File: config.mk
export PLATFORM = sky130hd
export DESIGN_NAME = decode_stage_flat
export DESIGN_NICKNAME = d
export VERILOG_FILES = /design/src/rtl/decode_pkg.sv /design/src/rtl/decode_stage_if.sv /design/src/rtl/regfile_bypass.sv /design/src/rtl/decode_stage.sv /design/src/flat_wrapper.sv
export SDC_FILE = /design/constraint.sdc
export NUM_CORES = 1
export LEC_CHECK = 0
export ABC_AREA = 1
export CAP_MARGIN = 20
export CORE_MARGIN = 5
export CORE_UTILIZATION = 60
export DETAILED_ROUTE_END_ITERATION = 8
export HOLD_SLACK_MARGIN = 0.12
export PLACE_DENSITY = 0.88
export SLEW_MARGIN = 20
export SYNTH_ARGS = -nofsm -noshare
export SYNTH_HDL_FRONTEND = slang
export SYNTH_HIERARCHICAL = 1
export SYNTH_SLANG_ARGS = --single-unit
File: constraint.sdc
create_clock -name clk -period 3.51 [get_ports clk]
set_input_delay 0.351 -clock clk [delete_from_list [all_inputs] [get_ports clk]]
set_output_delay 0.351 -clock clk [all_outputs]
set_load 0.005 [all_outputs]
File: src/rtl/decode_pkg.sv
`default_nettype none
// +----------------------------------------------------------------------------+
// | Package  : decode_pkg                                                      |
// | Purpose  : Shared constants and helpers for the decode stage: datapath and |
// |            register-file defaults, instruction field positions and the     |
// |            immediate-length select encodings.                              |
// | Revision : 1.0 - initial release                                           |
// +----------------------------------------------------------------------------+
package decode_pkg;

  localparam int DEFAULT_DATA_W   = 16;
  localparam int DEFAULT_NUM_REGS = 8;

  localparam int INSTR_W    = 16;
  localparam int REG_ADDR_W = 3;
  localparam int RS_LSB     = 8;   // rs = instr[10:8]
  localparam int RT_LSB     = 5;   // rt = instr[7:5]
  localparam int IMM_MAX_W  = 11;  // widest immediate field, instr[10:0]
  localparam int IMM_LEN_W  = 4;

  typedef enum logic [1:0] {
    IMM_SEL_5    = 2'b00,
    IMM_SEL_8    = 2'b01,
    IMM_SEL_11   = 2'b10,
    IMM_SEL_RSVD = 2'b11
  } imm_sel_e;

  // Number of low instruction bits forming the immediate; the reserved
  // encoding behaves like the 5-bit form.
  function automatic logic [IMM_LEN_W-1:0] imm_len(input imm_sel_e sel);
    case (sel)
      IMM_SEL_8:  return IMM_LEN_W'(8);
      IMM_SEL_11: return IMM_LEN_W'(11);
      default:    return IMM_LEN_W'(5);
    endcase
  endfunction

endpackage
`default_nettype wire

File: src/rtl/decode_stage_if.sv
`default_nettype none
// +----------------------------------------------------------------------------+
// | Interface: decode_stage_if                                                 |
// | Purpose  : Upstream (instruction in) and downstream (decoded operands out) |
// |            valid/ready handshakes of the decode stage.                     |
// | Ports    : master - drives in_valid/instr/pc_in/se_immed/ze_immed/imm_sel  |
// |                     and out_ready; slave - the decode stage itself.        |
// | Revision : 1.0 - initial release                                           |
// +----------------------------------------------------------------------------+
interface decode_stage_if
  import decode_pkg::*;
#(
  parameter int DATA_W = DEFAULT_DATA_W
);
  logic                  in_valid;
  logic                  in_ready;
  logic [INSTR_W-1:0]    instr;
  logic [DATA_W-1:0]     pc_in;
  logic                  se_immed;
  logic                  ze_immed;
  logic [1:0]            imm_sel;

  logic                  out_valid;
  logic                  out_ready;
  logic [DATA_W-1:0]     pc_out;
  logic [DATA_W-1:0]     ext_out;
  logic [DATA_W-1:0]     data_1;
  logic [DATA_W-1:0]     data_2;
  logic [REG_ADDR_W-1:0] rs_out;
  logic [REG_ADDR_W-1:0] rt_out;

  modport master (
    output in_valid, instr, pc_in, se_immed, ze_immed, imm_sel, out_ready,
    input  in_ready, out_valid, pc_out, ext_out, data_1, data_2, rs_out, rt_out
  );

  modport slave (
    input  in_valid, instr, pc_in, se_immed, ze_immed, imm_sel, out_ready,
    output in_ready, out_valid, pc_out, ext_out, data_1, data_2, rs_out, rt_out
  );
endinterface
`default_nettype wire

File: src/rtl/regfile_bypass.sv
`default_nettype none
// +----------------------------------------------------------------------------+
// | Module   : regfile_bypass                                                  |
// | Purpose  : NUM_REGS x DATA_W register file, two combinational read ports,  |
// |            one write port, optional write-to-read forwarding.              |
// | Ports    : clk, rst_n (async, active low, clears every entry)              |
// |            wr_en_i/wr_addr_i/wr_data_i    - write port, commits on edge    |
// |            rd_addr_1_i -> rd_data_1_o     - read port 1                    |
// |            rd_addr_2_i -> rd_data_2_o     - read port 2                    |
// | Revision : 1.0 - initial release                                           |
// +----------------------------------------------------------------------------+
module regfile_bypass
  import decode_pkg::*;
#(
  parameter int DATA_W   = DEFAULT_DATA_W,
  parameter int NUM_REGS = DEFAULT_NUM_REGS,
  parameter int BYPASS   = 1
) (
  input  wire logic                  clk,
  input  wire logic                  rst_n,
  input  wire logic                  wr_en_i,
  input  wire logic [REG_ADDR_W-1:0] wr_addr_i,
  input  wire logic [DATA_W-1:0]     wr_data_i,
  input  wire logic [REG_ADDR_W-1:0] rd_addr_1_i,
  output logic      [DATA_W-1:0]     rd_data_1_o,
  input  wire logic [REG_ADDR_W-1:0] rd_addr_2_i,
  output logic      [DATA_W-1:0]     rd_data_2_o
);

  logic [DATA_W-1:0] mem_q [NUM_REGS];
  logic [DATA_W-1:0] rd_raw_1;
  logic [DATA_W-1:0] rd_raw_2;

  // Only entries that exist are ever matched, so writes to addresses beyond
  // NUM_REGS fall on the floor and reads of them return zero.
  always_ff @(posedge clk or negedge rst_n) begin
    if (!rst_n) begin
      for (int i = 0; i < NUM_REGS; i++) begin
        mem_q[i] <= '0;
      end
    end else begin
      for (int i = 0; i < NUM_REGS; i++) begin
        if (wr_en_i && (wr_addr_i == REG_ADDR_W'(i))) begin
          mem_q[i] <= wr_data_i;
        end
      end
    end
  end

  always_comb begin
    rd_raw_1 = '0;
    rd_raw_2 = '0;
    for (int i = 0; i < NUM_REGS; i++) begin
      if (rd_addr_1_i == REG_ADDR_W'(i)) rd_raw_1 = mem_q[i];
      if (rd_addr_2_i == REG_ADDR_W'(i)) rd_raw_2 = mem_q[i];
    end
  end

  if (BYPASS != 0) begin : g_bypass
    logic wr_in_range;
    logic hit_1;
    logic hit_2;

    // Forwarding must not resurrect a write that the array would discard.
    assign wr_in_range = (int'(wr_addr_i) < NUM_REGS);
    assign hit_1       = wr_en_i && wr_in_range && (wr_addr_i == rd_addr_1_i);
    assign hit_2       = wr_en_i && wr_in_range && (wr_addr_i == rd_addr_2_i);
    assign rd_data_1_o = hit_1 ? wr_data_i : rd_raw_1;
    assign rd_data_2_o = hit_2 ? wr_data_i : rd_raw_2;
  end else begin : g_no_bypass
    assign rd_data_1_o = rd_raw_1;
    assign rd_data_2_o = rd_raw_2;
  end

endmodule
`default_nettype wire

File: src/rtl/decode_stage.sv
`default_nettype none
// +----------------------------------------------------------------------------+
// | Module   : decode_stage                                                    |
// | Purpose  : Single-entry pipeline decode register. Reads rs/rt operands,    |
// |            extends the immediate and captures the PC; stalls on a          |
// |            load-use hazard against the load in execute.                    |
// | Ports    : clk, rst_n         - clock, async active-low reset              |
// |            bus (slave)        - upstream/downstream valid-ready handshakes |
// |            flush              - drop held output and the incoming instr    |
// |            wb_en/wb_reg/wb_data - register write-back port                 |
// |            ex_load/ex_dst     - load in execute and its destination        |
// | Revision : 1.0 - initial release                                           |
// +----------------------------------------------------------------------------+
module decode_stage
  import decode_pkg::*;
#(
  parameter int DATA_W   = DEFAULT_DATA_W,
  parameter int NUM_REGS = DEFAULT_NUM_REGS,
  parameter int BYPASS   = 1
) (
  input  wire logic                  clk,
  input  wire logic                  rst_n,
  decode_stage_if.slave              bus,
  input  wire logic                  flush,
  input  wire logic                  wb_en,
  input  wire logic [REG_ADDR_W-1:0] wb_reg,
  input  wire logic [DATA_W-1:0]     wb_data,
  input  wire logic                  ex_load,
  input  wire logic [REG_ADDR_W-1:0] ex_dst
);

  logic [REG_ADDR_W-1:0] rs;
  logic [REG_ADDR_W-1:0] rt;
  logic                  hazard;
  logic                  in_ready;
  logic                  transfer;

  logic [IMM_MAX_W-1:0]  imm_field;
  logic [IMM_LEN_W-1:0]  imm_width;
  logic                  imm_sign;
  logic [DATA_W-1:0]     imm_mask;
  logic [DATA_W-1:0]     ext_d;

  logic [DATA_W-1:0]     rd_data_1;
  logic [DATA_W-1:0]     rd_data_2;

  logic                  out_valid_q;
  logic [DATA_W-1:0]     pc_q;
  logic [DATA_W-1:0]     ext_q;
  logic [DATA_W-1:0]     data_1_q;
  logic [DATA_W-1:0]     data_2_q;
  logic [REG_ADDR_W-1:0] rs_q;
  logic [REG_ADDR_W-1:0] rt_q;

  assign rs = bus.instr[RS_LSB +: REG_ADDR_W];
  assign rt = bus.instr[RT_LSB +: REG_ADDR_W];

  // A load in execute has not produced its data yet, so any instruction that
  // reads its destination must wait in front of this stage.
  assign hazard   = bus.in_valid && ex_load && ((ex_dst == rs) || (ex_dst == rt));
  assign in_ready = (!out_valid_q || bus.out_ready) && !hazard && !flush;
  assign transfer = bus.in_valid && in_ready;

  assign bus.in_ready = in_ready;

  regfile_bypass #(
    .DATA_W   (DATA_W),
    .NUM_REGS (NUM_REGS),
    .BYPASS   (BYPASS)
  ) u_regfile (
    .clk         (clk),
    .rst_n       (rst_n),
    .wr_en_i     (wb_en),
    .wr_addr_i   (wb_reg),
    .wr_data_i   (wb_data),
    .rd_addr_1_i (rs),
    .rd_data_1_o (rd_data_1),
    .rd_addr_2_i (rt),
    .rd_data_2_o (rd_data_2)
  );

  // Immediate extension: the field is the low imm_width bits; bits above it
  // are filled with the field's top bit when sign-extending, else zero.
  assign imm_field = bus.instr[IMM_MAX_W-1:0];
  assign imm_width = imm_len(imm_sel_e'(bus.imm_sel));
  assign imm_mask  = ~({DATA_W{1'b1}} << imm_width);

  always_comb begin
    imm_sign = 1'b0;
    case (imm_sel_e'(bus.imm_sel))
      IMM_SEL_8:  imm_sign = imm_field[7];
      IMM_SEL_11: imm_sign = imm_field[10];
      default:    imm_sign = imm_field[4];
    endcase
  end

  always_comb begin
    ext_d = '0;
    if (bus.se_immed) begin
      ext_d = (DATA_W'(imm_field) & imm_mask) | (imm_sign ? ~imm_mask : '0);
    end else if (bus.ze_immed) begin
      ext_d = DATA_W'(imm_field) & imm_mask;
    end
  end

  // Flush beats everything; otherwise a transfer loads, and a consumed output
  // with nothing behind it becomes a bubble. A stalled output simply holds.
  always_ff @(posedge clk or negedge rst_n) begin
    if (!rst_n) begin
      out_valid_q <= 1'b0;
      pc_q        <= '0;
      ext_q       <= '0;
      data_1_q    <= '0;
      data_2_q    <= '0;
      rs_q        <= '0;
      rt_q        <= '0;
    end else if (flush) begin
      out_valid_q <= 1'b0;
    end else if (transfer) begin
      out_valid_q <= 1'b1;
      pc_q        <= bus.pc_in;
      ext_q       <= ext_d;
      data_1_q    <= rd_data_1;
      data_2_q    <= rd_data_2;
      rs_q        <= rs;
      rt_q        <= rt;
    end else if (out_valid_q && bus.out_ready) begin
      out_valid_q <= 1'b0;
    end
  end

  assign bus.out_valid = out_valid_q;
  assign bus.pc_out    = pc_q;
  assign bus.ext_out   = ext_q;
  assign bus.data_1    = data_1_q;
  assign bus.data_2    = data_2_q;
  assign bus.rs_out    = rs_q;
  assign bus.rt_out    = rt_q;

endmodule
`default_nettype wire

File: src/flat_wrapper.sv
// flat-port wrapper written by rule: the top's interface ports become plain ports
module decode_stage_flat import decode_pkg::*;
#(
  parameter int DATA_W   = DEFAULT_DATA_W,
  parameter int NUM_REGS = DEFAULT_NUM_REGS,
  parameter int BYPASS   = 1
)
  (clk, rst_n, flush, wb_en, wb_reg, wb_data, ex_load, ex_dst, bus_in_valid, bus_instr, bus_pc_in, bus_se_immed, bus_ze_immed, bus_imm_sel, bus_out_ready, bus_in_ready, bus_out_valid, bus_pc_out, bus_ext_out, bus_data_1, bus_data_2, bus_rs_out, bus_rt_out);
  decode_stage_if #(.DATA_W(DATA_W)) bus_i ();
  input  wire logic clk;
  input  wire logic rst_n;
  input  wire logic flush;
  input  wire logic wb_en;
  input  wire logic [REG_ADDR_W-1:0] wb_reg;
  input  wire logic [DATA_W-1:0] wb_data;
  input  wire logic ex_load;
  input  wire logic [REG_ADDR_W-1:0] ex_dst;
  input wire logic [$bits(bus_i.in_valid)-1:0] bus_in_valid;
  input wire logic [$bits(bus_i.instr)-1:0] bus_instr;
  input wire logic [$bits(bus_i.pc_in)-1:0] bus_pc_in;
  input wire logic [$bits(bus_i.se_immed)-1:0] bus_se_immed;
  input wire logic [$bits(bus_i.ze_immed)-1:0] bus_ze_immed;
  input wire logic [$bits(bus_i.imm_sel)-1:0] bus_imm_sel;
  input wire logic [$bits(bus_i.out_ready)-1:0] bus_out_ready;
  output wire logic [$bits(bus_i.in_ready)-1:0] bus_in_ready;
  output wire logic [$bits(bus_i.out_valid)-1:0] bus_out_valid;
  output wire logic [$bits(bus_i.pc_out)-1:0] bus_pc_out;
  output wire logic [$bits(bus_i.ext_out)-1:0] bus_ext_out;
  output wire logic [$bits(bus_i.data_1)-1:0] bus_data_1;
  output wire logic [$bits(bus_i.data_2)-1:0] bus_data_2;
  output wire logic [$bits(bus_i.rs_out)-1:0] bus_rs_out;
  output wire logic [$bits(bus_i.rt_out)-1:0] bus_rt_out;
  assign bus_i.in_valid = bus_in_valid;
  assign bus_i.instr = bus_instr;
  assign bus_i.pc_in = bus_pc_in;
  assign bus_i.se_immed = bus_se_immed;
  assign bus_i.ze_immed = bus_ze_immed;
  assign bus_i.imm_sel = bus_imm_sel;
  assign bus_i.out_ready = bus_out_ready;
  assign bus_in_ready = bus_i.in_ready;
  assign bus_out_valid = bus_i.out_valid;
  assign bus_pc_out = bus_i.pc_out;
  assign bus_ext_out = bus_i.ext_out;
  assign bus_data_1 = bus_i.data_1;
  assign bus_data_2 = bus_i.data_2;
  assign bus_rs_out = bus_i.rs_out;
  assign bus_rt_out = bus_i.rt_out;
  decode_stage #(.DATA_W(DATA_W), .NUM_REGS(NUM_REGS), .BYPASS(BYPASS)) u_core (.clk(clk), .rst_n(rst_n), .bus(bus_i), .flush(flush), .wb_en(wb_en), .wb_reg(wb_reg), .wb_data(wb_data), .ex_load(ex_load), .ex_dst(ex_dst));
endmodule
======== Yosys cells after proc, flatten, opt, wreduce, memory -nomap -nowiden ========
Cells that the tools add are included.
cells by class
  equal/unequal tests ..................... 27
  shift-type cells ........................ 1
  muxes and demuxes ....................... 26
  bitwise operators ....................... 5
  reductions and logical operators ........ 26
operator list
  kind                                                count
  two-way mux 16 bit                                  21
  == test 3 bit (second input constant)               12
  inverter 16 bit                                     2
  == test 3 x 2 -> 1 bit (second input constant)      6
  AND 11 x 16 -> 16 bit                               1
  logical AND 1 bit                                   16
  OR 16 bit                                           1
  left shift 16 x 4 -> 16 bit (first input constant)  1
  == test 3 bit                                       4
  == test 3 x 1 -> 1 bit (second input constant)      3
  zero test 3 bit                                     3
  case mux 4 bit (2 select lines)                     1
  zero test 1 bit                                     3
  two-way mux 1 bit                                   3
  nonzero test 3 bit                                  1
  == test 2 x 1 -> 1 bit (second input constant)      1
  == test 2 bit (second input constant)               1
  logical OR 1 bit                                    2
  case mux 1 bit (2 select lines)                     1
  AND reduction 2 bit                                 1
  inverter 1 bit                                      1
storage, ports and cells
  bits in registers ....................... 199
  logic and storage cells ................. 100

======== Depth between registers and ports, before layout ========
Gate-level depths: netlist (run 1).
  depth in word-level cells ............... 10
  gate-level depth with buffers ........... 12

======== Cells and area by module ========
Netlist (run 1), hierarchy kept.
by module, submodules not included
  module          times used  cells each  area an instance (µm²)  seq. area each (µm²)
  regfile_bypass  1           1015        7131.8                  3203.1
  decode_stage    1           369         3129.3                  1701.6

======== Worst setup path after synthesis (run 1) ========
Ideal clock, no wire load.
  path kind ............................... input port to flip-flop
  start ................................... in bus_instr[7]
  end ..................................... reg u_core.data_2_q[10], in the netlist u_core/bus.data_2[10]
  library setup time ...................... 0.066 ns
  data arrival time ....................... 1.575 ns
  required time ........................... 3.444 ns
  path slack .............................. 1.869 ns
  stages on the path ...................... 11
  path buffers ............................ 2
  cells stage by stage .................... buf_2 nor3_1 inv_2 clkbuf_1 nor2_1 nor2_1 nand4_1 nand2_1 nand2_1 nand4_1 nand2_1
between the ends
  longest elaborated chain between the ends .. 10
  elaborated cells between the ends (all ways) .. 27
  classes of those cells .................. 9 x eq/ne; 9 x mux; 9 x reduce/logical
RTL lines
  what                             RTL line              source
  from (decl)                      flat_wrapper.sv:19    input wire logic [$bits(bus_i.instr)-1:0] bus_instr;
  zero test 3 bit                  regfile_bypass.sv:55  if (rd_addr_2_i == REG_ADDR_W'(i)) rd_raw_2 = mem_q[i];
  two-way mux 16 bit (8 in a row)  regfile_bypass.sv:55
  two-way mux 16 bit *             regfile_bypass.sv:69  assign rd_data_2_o = hit_2 ? wr_data_i : rd_raw_2;
  net u_core.rd_data_2[10]         decode_stage.sv:45    logic [DATA_W-1:0] rd_data_2;
  to (signal assigned)             decode_stage.sv:124   data_2_q <= rd_data_2;
  to (decl)                        decode_stage.sv:51    logic [DATA_W-1:0] data_2_q;
The timed path passes the listed nets; every way through them passes the cells marked *.
A chain may end at the register's enable or synchronous reset.

======== Worst setup path in the final report (run 1) ========
  start ................................... in bus_instr[5]
  end ..................................... out bus_in_ready
between the ends
  longest elaborated chain between the ends .. 6
RTL lines
  what                            RTL line            source
  == test 3 bit                   decode_stage.sv:60  assign hazard = bus.in_valid && ex_load && ((ex_dst == rs) || (ex_dst == rt));
  logical OR 1 bit                decode_stage.sv:60
  logical AND 1 bit               decode_stage.sv:60
  zero test 1 bit                 decode_stage.sv:61  assign in_ready = (!out_valid_q || bus.out_ready) && !hazard && !flush;
  logical AND 1 bit (2 in a row)  decode_stage.sv:61
  to (decl)                       flat_wrapper.sv:25  output wire logic [$bits(bus_i.in_ready)-1:0] bus_in_ready;
Every way passes these cells.

==> qor.yml, run 1 <==
outcome: "finished clean"
cp.arrival_ns: 2.33
ys_top_cells_by_area: "dfrtp_1 48%, nand2_1 18%, nand4_1 8.2%"
postCtsSetupRepairBufs: 0
cts_hold_buf: 1
cts_tree: "done"
drv_slew: 0
grt.busiest_layer: "met2"
finClkSkew_ns: 0.0101
final_nets: 1539
ys_seq_area_share_pct: 47.8
vias_per_cell: 6.20
switching_power_mw: 2.05
clock_latency_ns: 0.45
clkSlewWorstSetupHoldPaths_ns: 0.07
cp-start-kind: "input pin"
initial_core_util_pct: 61.4
die_x_microns: 141
sw_frac_of_total_pct: 32.0
diodes: 0
ff2ff_path_depth: 6
cp_max_fo: 12
slew_headroom_pct: 26.8
worst_pin_slew_ns: 1.10
synth_cell_types: 28
vias: 10565
antenna_found_initial: 0
reg2reg_to: "u_core/bus.pc_out[10]"
irDropWorstVdd_mv: 0.393
power_mw: 6.42
power.static_leakage_nw: 5.93
core-area_sq_um: 16700
critical_path_class: "in -> out"
grt_pass1_vias: 10051
reg2reg_setup_slack_ns: 1.75
dieHeight_microns: 141
clkSinkCount: 196
grt_max_degree: 90
cts_buffer_depth: 2
netlist_instances: 1384
ys_ff_latch: 196
hold_class: "in -> async"
yosys_warnings: 6
yosys.area.top_type: "dfrtp_1"
area_growth_pct: 19.5
cts-root-buf: "clkbuf_16"
finalCritPeriodShare_pct: 76.4
grt_pass1_wl_microns: 51600
p_seq_share_pct: 46.5
max_freq_mhz: 373
layout_commonest_cell: "nand2_1"
period_minus_slack_ns: 2.68
netlist_area_sq_um: 10300
mostFrequentLayoutCells: "490 x nand2_1, 196 x dfrtp_1, 134 x nand4_1, 129 x clkdlybuf4s50_1, 129 x o21ai_0"
crit_path_start: "bus_instr[5]"
syn_area_per_cell_sq_um: 7.41
cp-end-kind: "primary output"
use_met3_pct: 5.82
finalWirelength_microns: 32100
finalSetupTns_ns: 0
fillers: 1246
ios: 137
use_met2_pct: 52.6
final_util_pct: 73.4
grt_overflow: 0
remaining_drc_errors: 0
cp-endpoint: "bus_in_ready"
pwr-share-clk_pct: 30.4
rows: 47
drtIter0Drc: 1408
maxCapViolations: 0
power_density_nw_per_um2: 524
hold_slack_ns: 0.447
required_ns: 3.16
io_buffers: 131
gp_congestion: 0.873
routedWlPerCell_microns: 18.8
ant_nets: 0
htree_levels: 4
r2r-start: "u_core/bus.out_valid"
place_hpwl_microns: 20600
p_int_mw: 4.37
cts_resized: 0
pwr-share-comb_pct: 23.0
dieArea_sq_um: 19800
drive_gt1_share_pct: 5.59
first_pass_iters: 7
yosysTopAreaCellShare_pct: 47.8
met1_usage_pct: 41.1
synth_fp_nets: 1452
hold_viol_final: 0
grt.total_usage_pct: 32.3
grt_setup_unrepaired: "no"
finalSetupViolations: 0
cts-buffers-inserted: 17
[how the worst min path moves through the flow]
stage / from / endpoint / slack (ns) / cells past startpoint
final: rst_n / u_core/u_regfile/mem_q[68] / 0.45 / 2
after global routing: bus_pc_in[15] / u_core/bus.pc_out[15] / 0.47 / 3
after CTS: rst_n / u_core/u_regfile/mem_q[68] / 0.45 / 2
after detailed placement: rst_n / u_core/u_regfile/mem_q[100] / 0.36 / 1
after global placement: rst_n / u_core/u_regfile/mem_q[100] / 0.36 / 1
after floorplan: rst_n / u_core/bus.data_1[0] / 0.06 / 0
[per-layer routing]
metal  up-vias  routed length (microns)
met5         -                        0
li1       4754                        -
met4         0                     1760
met1      4974                    12000
met2       690                    15300
met3       147                     3010
[registers in the layout, summed over array words and instances (netlist names)]
register                cells
u_core/bus.data_1          16
u_core/bus.data_2          16
u_core/bus.ext_out         13
u_core/bus.out_valid        1
u_core/bus.pc_out          16
u_core/bus.rs_out           3
u_core/bus.rt_out           3
u_core/u_regfile/mem_q    128
[critical path: stages]
cell and delay (ns):
clkdlybuf4s50_1 0.86, inv_1 0.11, nand2_1 0.08, nand2_1 0.05
nand3_1 0.07, nand2_1 0.10, nand2_2 0.08, nand2_1 0.05
nor2_1 0.08, clkdlybuf4s50_1 0.51
[Yosys cell counts, drive strengths merged]
master and n:
nand2 491, a21oi 65, buf 53, o22ai 1, nand3 74, xor2 1
clkbuf 42, nor2 92, inv 86, nand4 134, and3 1, nor3 11
o21ai 130, ha 3, dfrtp 196, o211ai 1, o31ai 1, xnor2 2
[layout make-up]
class,count,area (sq um),share of cell area (%)
flip-flops and latches,196,4900,40.0
multi-input cells,1007,4600,37.5
inverters,86,323,2.63
well taps,220,275,2.24
clock buffers,18,439,3.58
repair buffers,163,1570,12.8
clock inverters,14,145,1.18
[power groups by stage]
stage,logic [mW],registers (mW),clock network (mW)
floorplan,0.733,2.97,0
global placement,1.40,2.99,0
detailed placement,1.44,3.01,0
CTS,1.47,2.98,1.98
global route,1.63,3.04,2.07
finish,1.48,2.99,1.95
[logic make-up after synthesis]
logic type | count (synthesis) | synth area share (%)
fa+ha+maj | 3 | 0.366
compound gates | 198 | 9.76
buf+inv | 181 | 7.52
flops | 196 | 47.8
simple gates | 803 | 34.3
xor+xnor | 3 | 0.256
[stage by stage]
step	instances	instance area (sq um)	worst slack [ns]
detailed placement	1670	11600	0.516
global route	1704	12300	0.613
floorplan	1384	10300	1.87
global placement	1670	11600	0.602
CTS	1703	12200	0.862
finish	1704	12300	0.827
Note: power is estimated with default switching activity, not from simulation.
==> run 2: changes to the inputs <==
- CORE_UTILIZATION: 60 -> 50
- PLACE_DENSITY: 0.88 -> 0.78
- clock period: 3.51 -> 2.45 ns (I/O delays scaled with it)
==> run 2 against run 1 <==
Routed wire length decreased by 5.2%; hold slack worse by 0.18 ns; cell area is 2.9% higher; power rose by 43%; largest power group unchanged; highest routed layer unchanged.
==> qor.yml, run 2 (synthesized netlist as in run 1, its figures left out) <==
grt_max_degree: 64
power_mw: 9.21
grt_pass1_wl_microns: 49700
grt_pass1_vias: 9859
ant_nets: 0
outcome: "finished clean"
core-area_sq_um: 20200
p_seq_share_pct: 46.2
p_int_mw: 6.39
dieArea_sq_um: 23500
finalCritPeriodShare_pct: 94.6
drtIter0Drc: 996
ios: 137
required_ns: 2.20
highest_layer: "met4"
cp_max_fo: 6
crit_family: "buffers and inverters"
place_hpwl_microns: 20700
cts-buffers-inserted: 17
maxCapViolations: 0
worst_path_most_repeated_cell: "nand2_1"
worst-path-buf-inv: 3
finalSetupTns_ns: 0
period_minus_slack_ns: 2.32
area_growth_pct: 23.0
route.met2.wl_microns: 15000
clkSinkCount: 196
vias_per_cell: 5.76
gp_congestion: 0.848
pwr-share-comb_pct: 23.0
cp.arrival_ns: 2.07
cp-end-kind: "primary output"
initial_core_util_pct: 50.7
finClkSkew_ns: 0.00613
max_stage_delay_ns: 0.70
dieHeight_microns: 153
finalWirelength_microns: 30400
die_x_microns: 153
worst_pin_slew_ns: 0.696
grt_overflow: 0
rows: 52
pwr-share-clk_pct: 30.8
drive_gt1_share_pct: 6.84
routedWlPerCell_microns: 17.1
clock_latency_ns: 0.43
first_pass_iters: 5
max_freq_mhz: 432
cts_buffer_depth: 2
clkSlewWorstSetupHoldPaths_ns: 0.07
finalSetupViolations: 0
final_nets: 1561
switching_power_mw: 2.82
htree_levels: 4
power.static_leakage_nw: 6.07
cts-root-buf: "clkbuf_16"
layout_commonest_cell: "nand2_1"
hold_slack_ns: 0.265
slew_headroom_pct: 53.4
cp-start-kind: "input pin"
postCtsSetupRepairBufs: 0
regMostFlops: "u_core/u_regfile/mem_q"
power_density_nw_per_um2: 730
wl_met1_microns: 12300
remaining_drc_errors: 0
crit_path_top_delay_cell: "clkdlybuf4s50_1"
hold_viol_final: 0
grt.total_usage_pct: 25.8
vias: 10221
grt_setup_unrepaired: "no"
sw_frac_of_total_pct: 30.7
critical_path_class: "in -> out"
irDropWorstVdd_mv: 0.499
hold_class: "in -> reg"
fillers: 1751
met3WireLength_microns: 2150
path_cells: "clkdlybuf4s50_1 > inv_2 > nand2_1 > nand2_1 > nand3_1 > nand2_1 > nand2_2 > nand2_1 > nor2_1 > clkdlybuf4s50_1"
antenna_found_initial: 1
largest_reg_flops: 128
drv_slew: 0
cts_tree: "done"
io_buffers: 131
mostFrequentLayoutCells: "490 x nand2_1, 196 x dfrtp_1, 134 x nand4_1, 129 x clkdlybuf4s50_1, 129 x o21ai_0"
-- run 2: cell count changes in the layout (fill, tap and decap cells not counted) --
cell	before	now
clkbuf_1	0	1
diode_2	0	1
clkinv_8	1	0
nor3_2	4	5
buf_4	29	41
clkinvlp_4	3	2
buf_12	1	12
bufinv_16	1	2
nor3_4	4	3
buf_8	1	0
clkinv_2	2	1
-- run 2: worst min-delay path: cells and delay by family --
kind	cells	cell delay (ns)
buffers and inverters	1	0.23
and+or+nand+nor	2	0.19
-- run 2: power by group through the flow --
stage	clock network (mW)	registers (mW)	logic, mW
after floorplan	0	4.25	1.05
final	2.84	4.26	2.11
after detailed placement	0	4.31	2.11
after global placement	0	4.28	2.06
after CTS	2.88	4.25	2.12
after global routing	3.02	4.34	2.36
-- run 2: through the flow --
step,setup WS [ns],cells,instance area [sq um],utilization [%]
5_1_grt,0.0115,1776,12600,62.4
4_1_cts,0.134,1775,12600,62.4
3_3_place_gp,0.0862,1743,12000,59.4
6_report,0.133,1776,12600,62.4
3_5_place_dp,0.0645,1743,12000,59.4
2_1_floorplan,0.915,1384,10300,-
-- run 2: final timing paths --
path                                        from  depth (start not counted)  slack [ns]                           to
hold reg to reg            u_core/bus.ext_out[3]                          2        0.47        u_core/bus.ext_out[3]
setup reg to reg            u_core/bus.out_valid                          4        1.08         u_core/bus.rt_out[0]
min in group asynchronous                  rst_n                          2        0.35   u_core/u_regfile/mem_q[71]
max in group asynchronous                  rst_n                          3        1.25  u_core/u_regfile/mem_q[104]
hold / removal                      bus_in_valid                          3        0.26         u_core/bus.pc_out[4]
setup / recovery                    bus_instr[7]                         10        0.13                 bus_in_ready
-- run 2: timing repair --
action / 4_1_cts / 5_1_grt
hold buffers: 1 / 0
endpoints found under the setup margin: 0 / 0
gates resized for setup: 0 / 0
hold endpoints to repair: 59 / 0
-- run 2: final cells by class --
class                      instances  area, sq um  area share (%)
antenna                            1         2.50          0.0198
timing repair buffer             185         1870            14.8
clock inverter                    12          146            1.16
multi-input combinational       1007         4600            36.4
clock buffer                      19          443            3.51
inverter                          86          323            2.56
sequential                       196         4900            38.9
tap                              270          338            2.68
-- run 2: routing by layer --
| layer | vias up | global-route usage [%] |
|---|---|---|
| li1 | 4795 | - |
| met1 | 4870 | 32.9 |
| met3 | 79 | 4.21 |
| met4 | 0 | 10.6 |
| met5 | - | 0 |
| met2 | 477 | 43.8 |
==> run 3: changes to the inputs <==
- CTS_CLUSTER_SIZE: unset -> 40
- PLACE_DENSITY: 0.78 -> 0.76
==> run 3 against run 2 <==
Global-route usage increased by 0.52 points; fmax shrank 0.22%; sequential power about the same; hold slack better by 0.11 ns; non-clock buffer count up 6; largest power group unchanged; highest routed layer unchanged; power is 0.87% lower; cell count increased by 0.34%; sequential share of layout area down 0.27 points; combinational power up 2%; utilization rose by 0.43 points; routed wire length rose by 2.0%.
==> qor.yml, run 3 (synthesized netlist as in run 1, its figures left out) <==
outcome: "finished clean"
cts_hold_buf: 1
power.static_leakage_nw: 6.11
worst-path-buf-inv: 3
io_buffers: 131
critical_path_class: "in -> out"
vias: 10155
worst_path_most_repeated_cell: "nand2_1"
crit_path_start: "bus_instr[7]"
grt.total_usage_pct: 26.3
cts-buffers-inserted: 17
worst_pin_slew_ns: 0.738
crit_family: "buffers and inverters"
largest_reg_flops: 128
clkSinkCount: 196
finalSetupViolations: 0
placed_cells_incl_taps: 1749
reg2reg_to: "u_core/bus.ext_out[7]"
grt_max_degree: 72
setup_ws_ns: 0.128
htree_levels: 4
postCtsSetupRepairBufs: 0
cp-end-kind: "primary output"
mostFrequentLayoutCells: "490 x nand2_1, 196 x dfrtp_1, 134 x nand4_1, 129 x clkdlybuf4s50_1, 129 x o21ai_0"
period_minus_slack_ns: 2.32
drtIter0Drc: 933
final_util_pct: 62.8
maxCapViolations: 0
slew_headroom_pct: 50.8
crit_cells: 10
cts_tree: "done"
finalSetupTns_ns: 0
max_stage_delay_ns: 0.66
grt_pass1_vias: 9857
hold_slack_ns: 0.374
final_nets: 1567
grt_pass1_wl_microns: 50700
dp_slack_ns: 0.101
hold_viol_final: 0
power_mw: 9.13
vias_per_cell: 5.70
cp.arrival_ns: 2.08
diodes: 0
grt_overflow: 0
initial_core_util_pct: 50.7
drive_gt1_share_pct: 7.28
rows: 52
dieArea_sq_um: 23500
finalCritPeriodShare_pct: 94.8
power_density_nw_per_um2: 718
finalWirelength_microns: 31000
layout_commonest_cell: "nand2_1"
ios: 137
cts_buffer_depth: 2
cts_resized: 0
drv_slew: 0
post_dp_cell_area_sq_um: 12100
regMostFlops: "u_core/u_regfile/mem_q"
cts-root-buf: "clkbuf_16"
reg2reg_setup_slack_ns: 0.98
first_pass_iters: 6
multiInputGateArea_sq_um: 4600
remaining_drc_errors: 0
seq_area_sq_um: 4900
crit_path_top_delay_cell: "clkdlybuf4s50_1"
gp_congestion: 0.865
cp_max_fo: 5
hold_class: "in -> reg"
finClkSkew_ns: 0.00932
dieHeight_microns: 153
place_hpwl_microns: 21100
final_area_sq_um: 12700
required_ns: 2.20
path_cells: "clkdlybuf4s50_1 > inv_2 > nand2_1 > nand2_1 > nand3_1 > nand2_1 > nand2_2 > nand2_1 > nor2_1 > clkdlybuf4s50_1"
ant_nets: 0
cp-endpoint: "bus_in_ready"
max_freq_mhz: 431
antenna_found_initial: 0
ff2ff_path_depth: 4
fillers: 1720
r2r-start: "u_core/bus.out_valid"
final_cells: 1782
die_x_microns: 153
routedWlPerCell_microns: 17.4
grt_setup_unrepaired: "no"
irDropWorstVdd_mv: 0.518
area_growth_pct: 23.9
cp-start-kind: "input pin"
core-area_sq_um: 20200
clkSlewWorstSetupHoldPaths_ns: 0.07
clock_latency_ns: 0.44
## run 3: changes by cell type in the layout (fill, tap and decap cells not counted), sizes merged
cell      change
buf           +6
clkinv        +3
bufinv        -2
inv           +2
clkbuf        -1
clkinvlp      -1
diode         -1
## run 3: layout make-up
cell class	count	share of cell area (%)
timing repair buffer	191	15.5
multi-input combinational	1007	36.2
clock buffer	18	3.38
sequential	196	38.6
clock inverter	14	1.12
inverter	86	2.54
tap	270	2.66
## run 3: how the worst min path moves through the flow
stage	start	to	slack, ns	depth (start not counted)
CTS	bus_pc_in[8]	u_core/bus.pc_out[8]	0.36	3
global placement	rst_n	u_core/u_regfile/mem_q[88]	0.30	1
finish	bus_pc_in[4]	u_core/bus.pc_out[4]	0.37	3
detailed placement	rst_n	u_core/u_regfile/mem_q[88]	0.30	1
floorplan	rst_n	u_core/bus.data_1[0]	-0.05	0
global route	bus_pc_in[6]	u_core/bus.pc_out[6]	0.39	3
## run 3: where the power goes
part | internal (mW) | total [mW] | switching (mW)
combinational | 0.994 | 2.15 | 1.15
sequential | 3.85 | 4.26 | 0.405
clock | 1.36 | 2.72 | 1.37
## run 3: worst min-delay path: cells and delay by family
family	cells	cell delay, ns
buffers and inverters	1	0.39
and+or+nand+nor	2	0.13
## run 3: metal layers
layer  share of wire [%]  global-route usage (%)
met2                  48                    43.4
met5                   0                       0
met3                 7.0                    3.62
met1                  41                    34.4
met4                 4.2                    12.4
